`config.mk`:
```
export PLATFORM = sky130hd
export DESIGN_NAME = boa_dma_copy_flat
export DESIGN_NICKNAME = d
export VERILOG_FILES = /design/src/rtl/boa_dma_copy_if.sv /design/src/rtl/boa_dma_copy.sv /design/src/flat_wrapper.sv
export SDC_FILE = /design/constraint.sdc
export NUM_CORES = 1
export LEC_CHECK = 0
export CORE_MARGIN = 3
export CORE_UTILIZATION = 48
export CTS_BUF_LIST = sky130_fd_sc_hd__clkbuf_8
export CTS_CLUSTER_DIAMETER = 200
export DETAILED_ROUTE_END_ITERATION = 12
export GPL_ROUTABILITY_DRIVEN = 0
export PLACE_DENSITY_LB_ADDON = 0.15
export SLEW_MARGIN = 20
export SYNTH_ARGS = -nofsm -noshare
export SYNTH_HDL_FRONTEND = slang
export SYNTH_SLANG_ARGS = --single-unit
```
`constraint.sdc`:
```
create_clock -name clk -period 5.7 [get_ports clk]
set_input_delay 1.14 -clock clk [delete_from_list [all_inputs] [get_ports clk]]
set_output_delay 1.14 -clock clk [all_outputs]
set_load 0.01 [all_outputs]
```
`src/rtl/boa_dma_copy_if.sv`:
```
// boa_mem_bus: word-addressed single-beat memory bus shared by the CPU-side initiator and its targets.
interface boa_mem_bus #(
    parameter int unsigned alen = 30
) ();
    logic [alen-1:0] addr;
    logic            re;
    logic [3:0]      we;
    logic [31:0]     wdata;
    logic            ready;
    logic [31:0]     rdata;

    modport CPU (output addr, re, we, wdata, input ready, rdata);
    modport MEM (input addr, re, we, wdata, output ready, rdata);
endinterface

```
`src/rtl/boa_dma_copy.sv`:
```
// Word-granular memory-to-memory copy engine: alternates one read and one write per word
// on boa_mem_bus, configured by sideband ports, with a one-cycle done pulse at the end.
module boa_dma_copy #(
    parameter int unsigned len_bits = 16
) (
    input  logic                clk,
    input  logic                rst,
    boa_mem_bus.CPU             bus,
    input  logic                start,
    input  logic [31:0]         src_addr,
    input  logic [31:0]         dst_addr,
    input  logic [len_bits-1:0] len,
    output logic                busy,
    output logic                done,
    output logic [len_bits-1:0] remaining
);
    localparam int unsigned aw = $bits(bus.addr);

    typedef enum logic [2:0] {IDLE, RD, RWAIT, WR, FIN} state_t;

    state_t              state, state_n;
    logic [aw-1:0]       src_ptr, src_n;
    logic [aw-1:0]       dst_ptr, dst_n;
    logic [aw-1:0]       addr_q, addr_n;
    logic                re_q, re_n;
    logic [3:0]          we_q, we_n;
    logic [31:0]         data_buf, buf_n;
    logic                busy_n, done_n;
    logic [len_bits-1:0] rem_n;

    // Bus drives come straight from flops; the data buffer doubles as wdata.
    assign bus.addr  = addr_q;
    assign bus.re    = re_q;
    assign bus.we    = we_q;
    assign bus.wdata = data_buf;

    always_ff @(posedge clk or posedge rst) begin
        if (rst) begin
            state     <= IDLE;
            src_ptr   <= '0;
            dst_ptr   <= '0;
            addr_q    <= '0;
            re_q      <= 1'b0;
            we_q      <= 4'h0;
            data_buf  <= '0;
            busy      <= 1'b0;
            done      <= 1'b0;
            remaining <= '0;
        end else begin
            state     <= state_n;
            src_ptr   <= src_n;
            dst_ptr   <= dst_n;
            addr_q    <= addr_n;
            re_q      <= re_n;
            we_q      <= we_n;
            data_buf  <= buf_n;
            busy      <= busy_n;
            done      <= done_n;
            remaining <= rem_n;
        end
    end

    // Next-state and next-output logic; bus drives hold their value until accepted.
    always_comb begin
        state_n = state;
        src_n   = src_ptr;
        dst_n   = dst_ptr;
        rem_n   = remaining;
        buf_n   = data_buf;
        addr_n  = addr_q;
        re_n    = re_q;
        we_n    = we_q;
        done_n  = 1'b0;

        case (state)
            IDLE: begin
                if (start) begin
                    if (len != '0) begin
                        src_n   = aw'(src_addr >> 2);
                        dst_n   = aw'(dst_addr >> 2);
                        rem_n   = len;
                        addr_n  = aw'(src_addr >> 2);
                        re_n    = 1'b1;
                        state_n = RD;
                    end else begin
                        done_n  = 1'b1;
                        state_n = FIN;
                    end
                end
            end
            RD: begin
                if (bus.ready) begin
                    re_n    = 1'b0;
                    src_n   = src_ptr + aw'(1);
                    state_n = RWAIT;
                end
            end
            RWAIT: begin
                buf_n   = bus.rdata;
                addr_n  = dst_ptr;
                we_n    = 4'hF;
                state_n = WR;
            end
            WR: begin
                if (bus.ready) begin
                    we_n  = 4'h0;
                    dst_n = dst_ptr + aw'(1);
                    rem_n = remaining - len_bits'(1);
                    if (remaining == len_bits'(1)) begin
                        done_n  = 1'b1;
                        state_n = FIN;
                    end else begin
                        addr_n  = src_ptr;
                        re_n    = 1'b1;
                        state_n = RD;
                    end
                end
            end
            FIN:     state_n = IDLE;
            default: state_n = IDLE;
        endcase

        busy_n = (state_n != IDLE);
    end
endmodule

```
`src/flat_wrapper.sv`:
```
// flat-port wrapper written by rule: the top's interface ports become plain ports
module boa_dma_copy_flat 
#(
    parameter int unsigned len_bits = 16
)
  (clk, rst, start, src_addr, dst_addr, len, busy, done, remaining, bus_addr, bus_re, bus_we, bus_wdata, bus_ready, bus_rdata);
  boa_mem_bus #(.alen(30)) bus_i ();
  input  logic clk;
  input  logic rst;
  input  logic start;
  input  logic [31:0] src_addr;
  input  logic [31:0] dst_addr;
  input  logic [len_bits-1:0] len;
  output logic busy;
  output logic done;
  output logic [len_bits-1:0] remaining;
  output wire logic [$bits(bus_i.addr)-1:0] bus_addr;
  output wire logic [$bits(bus_i.re)-1:0] bus_re;
  output wire logic [$bits(bus_i.we)-1:0] bus_we;
  output wire logic [$bits(bus_i.wdata)-1:0] bus_wdata;
  input wire logic [$bits(bus_i.ready)-1:0] bus_ready;
  input wire logic [$bits(bus_i.rdata)-1:0] bus_rdata;
  assign bus_addr = bus_i.addr;
  assign bus_re = bus_i.re;
  assign bus_we = bus_i.we;
  assign bus_wdata = bus_i.wdata;
  assign bus_i.ready = bus_ready;
  assign bus_i.rdata = bus_rdata;
  boa_dma_copy #(.len_bits(len_bits)) u_core (.clk(clk), .rst(rst), .bus(bus_i), .start(start), .src_addr(src_addr), .dst_addr(dst_addr), .len(len), .busy(busy), .done(done), .remaining(remaining));
endmodule
```
==> impl_metrics.yaml, run 1 <==
sta:
  fin_tns_setup_ns: 0
  drv_slew: 0
  max_freq_mhz: 292
  finClkSkew_ns: 0.0115
  holdWs_ns: 0.510
  hold_violations: 0
  setup_violations: 0
  rsz0062_at_grt: "no"
  fin_crit_sh_pct: 60.0
  relSlewSlack_pct: 33.0
  period_needed_ns: 3.42
  tightest_slew_ns: 1.01
yosys:
  synth-seq-area-share_pct: 43.8
  syn_avg_cell_area_um2: 9.69
  async_flop_share_pct: 100
  synthCells: 855
  synth_common_cells: "dfrtp_1, nand2_1, o21ai_0"
  synth_largest_area_cell: "dfrtp_1"
  ys.flop_type: "dfrtp_1"
  syn-cell-area_um2: 8290
  synth_top_area_share_pct: 43.8
  synth_cell_types: 69
  yosys_warnings: 0
  ys_ff_latch: 145
  syn_nets: 975
  yosys-top-cells-area: "dfrtp_1, mux2_4, o21ai_0"
  yosysMostFrequentCell: "dfrtp_1"
  synth_edf_count: 0
status:
  status: "finished, final reports clean"
clock_tree:
  clkTransAtPathRegs_ns: 0.08
  cts_buffer_depth: 2
  cts_hold_buf: 0
  cts-root-buf: "clkbuf_8"
  post-cts-setup-buffer-count: 0
  clock_latency_ns: 0.46
  h-tree-depth: 4
  numCtsBuffers: 17
  clock-sinks: 145
  cts_tree: "done"
  cts_resized: 0
worst_setup_path:
  r2r_start: "u_core.state[0]$_DFF_PP0_"
  ff2ff_path_depth: 7
  critPathMaxFanout: 22
  crit_required_ns: 6.04
  worst-setup-path-type: "primary input to flop"
  r2r-end: "u_core.remaining[11]$_DFFE_PP0P_"
  end_kind: "flop"
  reg2reg_setup_slack_ns: 2.63
  critPathLaunchType: "primary input"
  critical_path_arrival_ns: 3.76
power:
  leakagePower_nw: 4.41
  cellPowerDensity_nw_per_um2: 588
  peakVddDrop_mv: 0.300
floorplan:
  start_util_pct: 49.5
  die_y_um: 137
  num_rows: 47
  die_x_um: 137
  core_area_um2: 16800
  die-area_um2: 18900
  boundaryPins: 201
place:
  placed_cell_area_um2: 10300
  port_buffers: 196
  dp_hpwl_um: 16400
global_route:
  track_usage_pct: 24.7
  antenna_found_initial: 0
  grt_max_degree: 66
  grt-ovfl-total: 0
  grt_pass1_vias: 7148
  grt_pass1_wl_um: 36900
route:
  dr.pass1.iters: 6
  via_per_inst: 5.98
  routed-via-count: 7477
  routedWlPerCell_um: 18.7
  drcViolationCount: 0
  drt-initial-drc-count: 693
  postRouteWirelength_um: 23400
  postRouteAntennaNets: 0
worst_hold_path:
  worstHoldPathType: "flop to flop"
  min_path_cells: 1
  hold_end: "u_core.bus.wdata[10]$_DFFE_PP0N_"
  min_from: "u_core.bus.wdata[10]$_DFFE_PP0N_"
run:
  drv_cap: 0
cells_and_area:
  final_cell_area_um2: 10700
  synthToLayoutAreaGrowth_pct: 29.5
  drive_gt1_share_pct: 12.4
  n_fill_cell: 1455
  diodes: 0
  nNetsFinal: 1139
## state kept, by name (all words and copies together) (netlist names)
register and count:
u_core.bus.wdata 32, u_core.bus.addr 30, u_core.dst_ptr 30, u_core.src_ptr 30, u_core.remaining 16, u_core.state 3, u_core.bus.re 1, u_core.bus.we 1
u_core.busy 1, u_core.done 1
## worst max path at each step
stage               start                                to
floorplan             rst    u_core.bus.addr[0]$_DFFE_PP0P_
global placement    start    u_core.dst_ptr[15]$_DFFE_PP0P_
detailed placement  start  u_core.remaining[11]$_DFFE_PP0P_
CTS                 start  u_core.remaining[11]$_DFFE_PP0P_
global route        start  u_core.remaining[11]$_DFFE_PP0P_
finish              start  u_core.remaining[11]$_DFFE_PP0P_
## cell families after synthesis
kind of cell / share of synthesized area (%)
and+or+nand+nor: 15.6
DFF: 43.8
AOI/OAI and AO/OA: 21.5
xor gates and xnor gates: 0.106
buffers and inverters: 4.73
adders and majority gates: 0.604
muxes: 13.6
## cells in the final DEF (no fill, tap or decap), types with 12 or more instances in the layout
cell type	netlist	final
o22ai_1	21	21
a21oi_1	71	70
mux2i_1	32	32
nand2_1	82	82
a2bb2oi_1	20	20
dfrtp_1	145	144
clkdlybuf4s50_1	0	196
clkbuf_8	1	20
o21ai_0	80	80
nor4_1	13	12
nand4_1	16	16
buf_4	4	14
mux2_4	30	30
mux2_2	32	32
o22a_1	22	22
and3_1	14	14
a31oi_1	13	13
nor2_1	54	53
nand3_1	33	33
## critical path, stage by stage
cell and delay [ns]:
clkdlybuf4s50_1 0.56, or3b_1 0.39, a21o_1 0.25, a21oi_2 0.64, buf_4 0.39, o21ai_0 0.13
a22o_1 0.26
## power by group
group	switching, mW	internal, mW
logic	1.60	1.72
clock network	0.404	0.461
registers	0.578	1.55
total	2.58	3.73
## per-layer routing
metal	vias to the layer above	part of all wire, %	GRT usage [%]
met5	-	0	0
met4	0	1.1	6.98
met3	20	6.7	5.51
met2	279	47	38.4
met1	3643	45	34.7
li1	3535	-	-
## final cells by class
cell class | instances | area [um2] | area share [%]
multi-input cells | 634 | 4300 | 40.1
clock inverters | 11 | 138 | 1.28
clock buffers | 20 | 275 | 2.56
flip-flops and latches | 145 | 3630 | 33.8
well taps | 220 | 275 | 2.56
repair buffers | 210 | 2070 | 19.3
inverters | 11 | 46.3 | 0.431
## through the flow
stage	util (%)	total power, mW	cells	worst slack, ns
final	64.0	6.31	1251	2.28
after global routing	64.0	6.74	1251	2.13
after CTS	64.0	6.33	1251	2.29
after detailed placement	61.5	5.45	1220	1.81
after global placement	61.5	5.37	1220	1.83
after floorplan	-	4.28	855	0.665
(Power assumes the default switching activity.)
==> run 2, diff against run 1 <==
CORE_UTILIZATION = 47   (was 48)
clock period = 2.95 ns   (was 5.7 ns; I/O delays follow)
==> run 2 against run 1 <==
Net effect:
- first-iteration DRC count rose by 0.29%
- highest routed layer unchanged
- die area rose by 2.0%
- clock-buffer cell count fell by 2
- sequential power rose by 92%
- routed wire length rose by 1.1%
- non-clock buffer count rose by 22
- setup slack got worse by 1.8 ns
==> impl_metrics.yaml, run 2 (synthesis gave the netlist of run 1 again) <==
cells_and_area:
  synthToLayoutAreaGrowth_pct: 32.3
  fin_util_pct: 64.7
  nNetsFinal: 1161
  diodes: 0
  n_fill_cell: 1421
  drive_gt1_share_pct: 14.3
  largest_reg_flops: 32
  final_cell_mix: "clkdlybuf4s50_1, dfrtp_1, nand2_1, o21ai_0, a21oi_1"
  layout_commonest_cell: "clkdlybuf4s50_1"
sta:
  relSlewSlack_pct: 51.0
  drv_slew: 0
  fin_crit_sh_pct: 82.6
  tightest_slew_ns: 0.729
  max_freq_mhz: 411
  fin_tns_setup_ns: 0
  layout_setup_ws_ns: 0.514
  period_needed_ns: 2.44
  rsz0062_at_grt: "no"
  hold_violations: 0
  setup_violations: 0
  finClkSkew_ns: 0.0128
route:
  postRouteWirelength_um: 23600
  postRouteAntennaNets: 0
  drt-initial-drc-count: 695
  routed-via-count: 7530
  dr.pass1.iters: 5
  routedWlPerCell_um: 18.6
  drcViolationCount: 0
  via_per_inst: 5.91
clock_tree:
  clkTransAtPathRegs_ns: 0.09
  cts_hold_buf: 0
  cts_buffer_depth: 2
  cts-root-buf: "clkbuf_8"
  h-tree-depth: 4
  clock-sinks: 145
  numCtsBuffers: 17
  clock_latency_ns: 0.45
  post-cts-setup-buffer-count: 0
  cts_resized: 0
  cts_tree: "done"
floorplan:
  core_area_um2: 16900
  die_y_um: 139
  boundaryPins: 201
  num_rows: 47
  die-area_um2: 19300
  die_x_um: 139
  start_util_pct: 48.9
global_route:
  antenna_found_initial: 0
  track_usage_pct: 24.4
  grt_max_degree: 103
  grt_pass1_vias: 7309
  grt-ovfl-total: 0
  grt_pass1_wl_um: 38900
worst_hold_path:
  worstHoldPathType: "flop to flop"
  hold_end: "u_core.bus.wdata[16]$_DFFE_PP0N_"
  min_from: "u_core.bus.wdata[16]$_DFFE_PP0N_"
  min_path_cells: 1
worst_setup_path:
  critPathMaxFanout: 16
  critical_path_arrival_ns: 2.76
  startpoint: "u_core.remaining[6]$_DFFE_PP0P_"
  worst-setup-path-type: "flop to flop"
  crit_required_ns: 3.27
  end_kind: "flop"
  r2r-end: "u_core.bus.addr[20]$_DFFE_PP0P_"
  r2r_start: "u_core.remaining[6]$_DFFE_PP0P_"
  critPathLaunchType: "flop"
  reg2reg_setup_slack_ns: 0.51
  ff2ff_path_depth: 5
power:
  cellPowerDensity_nw_per_um2: 1140
  peakVddDrop_mv: 0.611
  leakagePower_nw: 4.54
place:
  port_buffers: 196
  dp_hpwl_um: 16700
  place_ws_ns: 0.204
status:
  status: "finished, final reports clean"
run:
  drv_cap: 0
==> run 2: cell count changes in the layout (fill, tap and decap cells not counted), sizes merged <==
cell	previous run	this run
buf	14	36
clkinvlp	2	5
clkbuf	20	18
clkinv	5	4
inv	12	13
==> run 2: power by group <==
group	switching, mW	total (mW)	internal [mW]
clock network	0.851	1.72	0.872
logic	3.12	6.63	3.51
registers	1.11	4.10	2.99
==> run 2: layout make-up <==
type	count	area [um2]	share of cell area, %
multi-input combinational	634	4290	39.1
sequential	145	3630	33.1
timing repair buffer	232	2290	20.9
tap	220	275	2.51
clock buffer	18	248	2.26
clock inverter	14	180	1.64
inverter	11	45.0	0.411
==> run 2: layer usage <==
| layer | GRT usage, % | routed length (um) | part of all wire [%] |
|---|---|---|---|
| met5 | 0 | 0 | 0 |
| met4 | 5.82 | 244 | 1.0 |
| met3 | 5.34 | 1540 | 6.5 |
| met2 | 38.7 | 11300 | 48 |
| met1 | 34.4 | 10600 | 45 |
==> run 2: through the flow <==
step	hold WS (ns)	cell area [um2]	std cells	total power [mW]
after detailed placement	0.495	10500	1242	10.7
after floorplan	0.474	8290	855	8.26
final	0.512	11000	1274	12.5
after global placement	0.488	10500	1242	10.6
after global routing	0.532	11000	1274	13.3
after CTS	0.516	11000	1274	12.5
==> run 2: how the worst max path moves through the flow <==
stage | endpoint | slack [ns] | cells past startpoint
after floorplan | u_core.bus.addr[0]$_DFFE_PP0P_ | 0.54 | 1
after global placement | u_core.bus.addr[23]$_DFFE_PP0P_ | 0.23 | 8
after detailed placement | u_core.bus.addr[24]$_DFFE_PP0P_ | 0.20 | 8
after CTS | u_core.bus.addr[20]$_DFFE_PP0P_ | 0.54 | 5
after global routing | u_core.dst_ptr[15]$_DFFE_PP0P_ | 0.44 | 6
final | u_core.bus.addr[20]$_DFFE_PP0P_ | 0.51 | 5
==> run 2: worst max-delay path, stage by stage, from the launching register on <==
cell and delay, ns:
dfrtp_1 0.49, or4_4 0.59, o41ai_2 0.46, a21boi_4 0.23, buf_12 0.22, mux2_4 0.30
==> run 3, diff against run 2 <==
clock period = 2.2 ns   (was 2.95 ns; I/O delays follow)
==> run 3 against run 2 <==
Net effect:
- via count up 2.6%
- critical path depth unchanged
- sequential cell count unchanged
==> impl_metrics.yaml, run 3 (synthesis gave the netlist of run 1 again) <==
status:
  status: "finished, final reports clean"
cells_and_area:
  diodes: 0
  final_cell_mix: "clkdlybuf4s50_1, dfrtp_1, nand2_1, o21ai_0"
  fin_cells: 1318
  final-seq-area_um2: 3630
  n_fill_cell: 1379
  nNetsFinal: 1205
  synthToLayoutAreaGrowth_pct: 37.0
  final_cell_area_um2: 11400
  largest_reg_flops: 32
  drive_gt1_share_pct: 17.9
  multi_input_area_um2: 4310
  layout_commonest_cell: "clkdlybuf4s50_1"
run:
  drv_cap: 0
sta:
  drv_slew: 0
  fin_crit_sh_pct: 96.1
  hold_violations: 0
  relSlewSlack_pct: 72.4
  setup_violations: 0
  rsz0062_at_grt: "no"
  max_freq_mhz: 473
  finClkSkew_ns: 0.0111
  period_needed_ns: 2.11
  tightest_slew_ns: 0.414
worst_setup_path:
  crit_required_ns: 2.54
  cpPeakStageDelay_ns: 0.56
  ff2ff_path_depth: 5
  critical_path_arrival_ns: 2.45
  end_kind: "flop"
  cpMaxStageDelayCell: "or4_4"
  cp_cell_sequence: "or4_4 -> o41ai_4 -> a21boi_4 -> buf_12 -> mux2_4"
  cp_top_family: "simple AND/OR/NAND/NOR gates"
  cp.depth: 5
  worst-setup-path-type: "flop to flop"
  critPathMaxFanout: 30
  crit_buf_inv: 1
  critPathLaunchType: "flop"
route:
  drt-initial-drc-count: 571
  postRouteAntennaNets: 0
  postRouteWirelength_um: 24300
  via_per_inst: 5.86
  drcViolationCount: 0
  routed-via-count: 7723
  routedWlPerCell_um: 18.4
  dr.pass1.iters: 8
global_route:
  antenna_found_initial: 0
  grt_pass1_vias: 7435
  grt-ovfl-total: 0
  grt_max_degree: 65
  grt_pass1_wl_um: 39400
  track_usage_pct: 25.0
worst_hold_path:
  worstHoldPathType: "primary input to async pin"
power:
  leakagePower_nw: 4.78
  p_int_mw: 10.2
  p_sw_mw: 6.91
  pwr-share-comb_pct: 55.7
  swShare_pct: 40.3
  power.share.sequential_pct: 31.3
  cellPowerDensity_nw_per_um2: 1510
  peakVddDrop_mv: 0.970
  power_mw: 17.1
  clockPowerShare_pct: 13.0
clock_tree:
  clkTransAtPathRegs_ns: 0.08
  cts_buffer_depth: 2
  cts-root-buf: "clkbuf_8"
  cts_hold_buf: 0
  h-tree-depth: 4
  cts_tree: "done"
  numCtsBuffers: 17
  clock-sinks: 145
  clock_latency_ns: 0.45
floorplan:
  num_rows: 47
  die_y_um: 139
  core_area_um2: 16900
  die-area_um2: 19300
  die_x_um: 139
  boundaryPins: 201
  start_util_pct: 48.9
place:
  place_inst: 1286
  port_buffers: 196
  placed_cell_area_um2: 10900
  dp_hpwl_um: 17300
run 3: stage by stage:
step                      TNS, ns  utilization, %  setup slack (ns)  hold slack, ns
after floorplan             -8.56               -           -0.0590           0.474
after global placement     -18.56            64.5            -0.247           0.488
after detailed placement   -17.81            64.5            -0.260           0.494
after CTS                       0            67.0           0.00474           0.220
after global routing            0            67.1            0.0239           0.228
final                           0            67.1            0.0865           0.242
run 3: final cells by class:
class,instances,area share (%)
Multi-Input combinational cell,634,37.9
Tap cell,220,2.42
Timing Repair Buffer,276,23.7
Inverter,11,0.397
Sequential cell,145,32.0
Clock buffer,18,2.18
Clock inverter,14,1.43
run 3: worst reg2reg max path: cells and delay by family, from the launching register on:
kind                   cells  cell delay, ns
buffers and inverters      1            0.21
flip-flops                 1            0.38
multiplexers               1            0.33
AO/OA/AOI/OAI              2            0.52
AND/OR/NAND/NOR            1            0.56
run 3: final timing paths:
path	start	end	slack [ns]
setup / recovery	u_core.remaining[6]$_DFFE_PP0P_	u_core.bus.addr[7]$_DFFE_PP0P_	0.09
hold / removal	rst	u_core.bus.addr[14]$_DFFE_PP0P_	0.24
setup reg to reg	u_core.remaining[6]$_DFFE_PP0P_	u_core.bus.addr[7]$_DFFE_PP0P_	0.09
hold reg to reg	u_core.bus.wdata[17]$_DFFE_PP0N_	u_core.bus.wdata[17]$_DFFE_PP0N_	0.51
max in group asynchronous	rst	u_core.state[0]$_DFF_PP0_	1.33
min in group clk	u_core.bus.wdata[17]$_DFFE_PP0N_	u_core.bus.wdata[17]$_DFFE_PP0N_	0.51
run 3: routing by layer:
metal | vias to the layer above | share of wire (%) | GRT usage (%)
li1 | 3672 | - | -
met1 | 3737 | 44 | 34.8
met2 | 289 | 48 | 39.7
met3 | 25 | 7.0 | 5.86
met4 | 0 | 1.3 | 6.28
met5 | - | 0 | 0
run 3: timing repair:
action / 4_1_cts / 5_1_grt
endpoints found under the setup margin: 0 / 31
buffers inserted: 0 / 0
gates resized for setup: 0 / 3
run 3: power groups by stage:
stage / combinational (mW) / sequential, mW / clock (mW)
CTS: 9.56 / 5.31 / 2.27
floorplan: 5.70 / 5.38 / 0
finish: 9.54 / 5.37 / 2.22
global placement: 9.34 / 5.30 / 0
detailed placement: 9.51 / 5.35 / 0
global route: 10.3 / 5.56 / 2.40
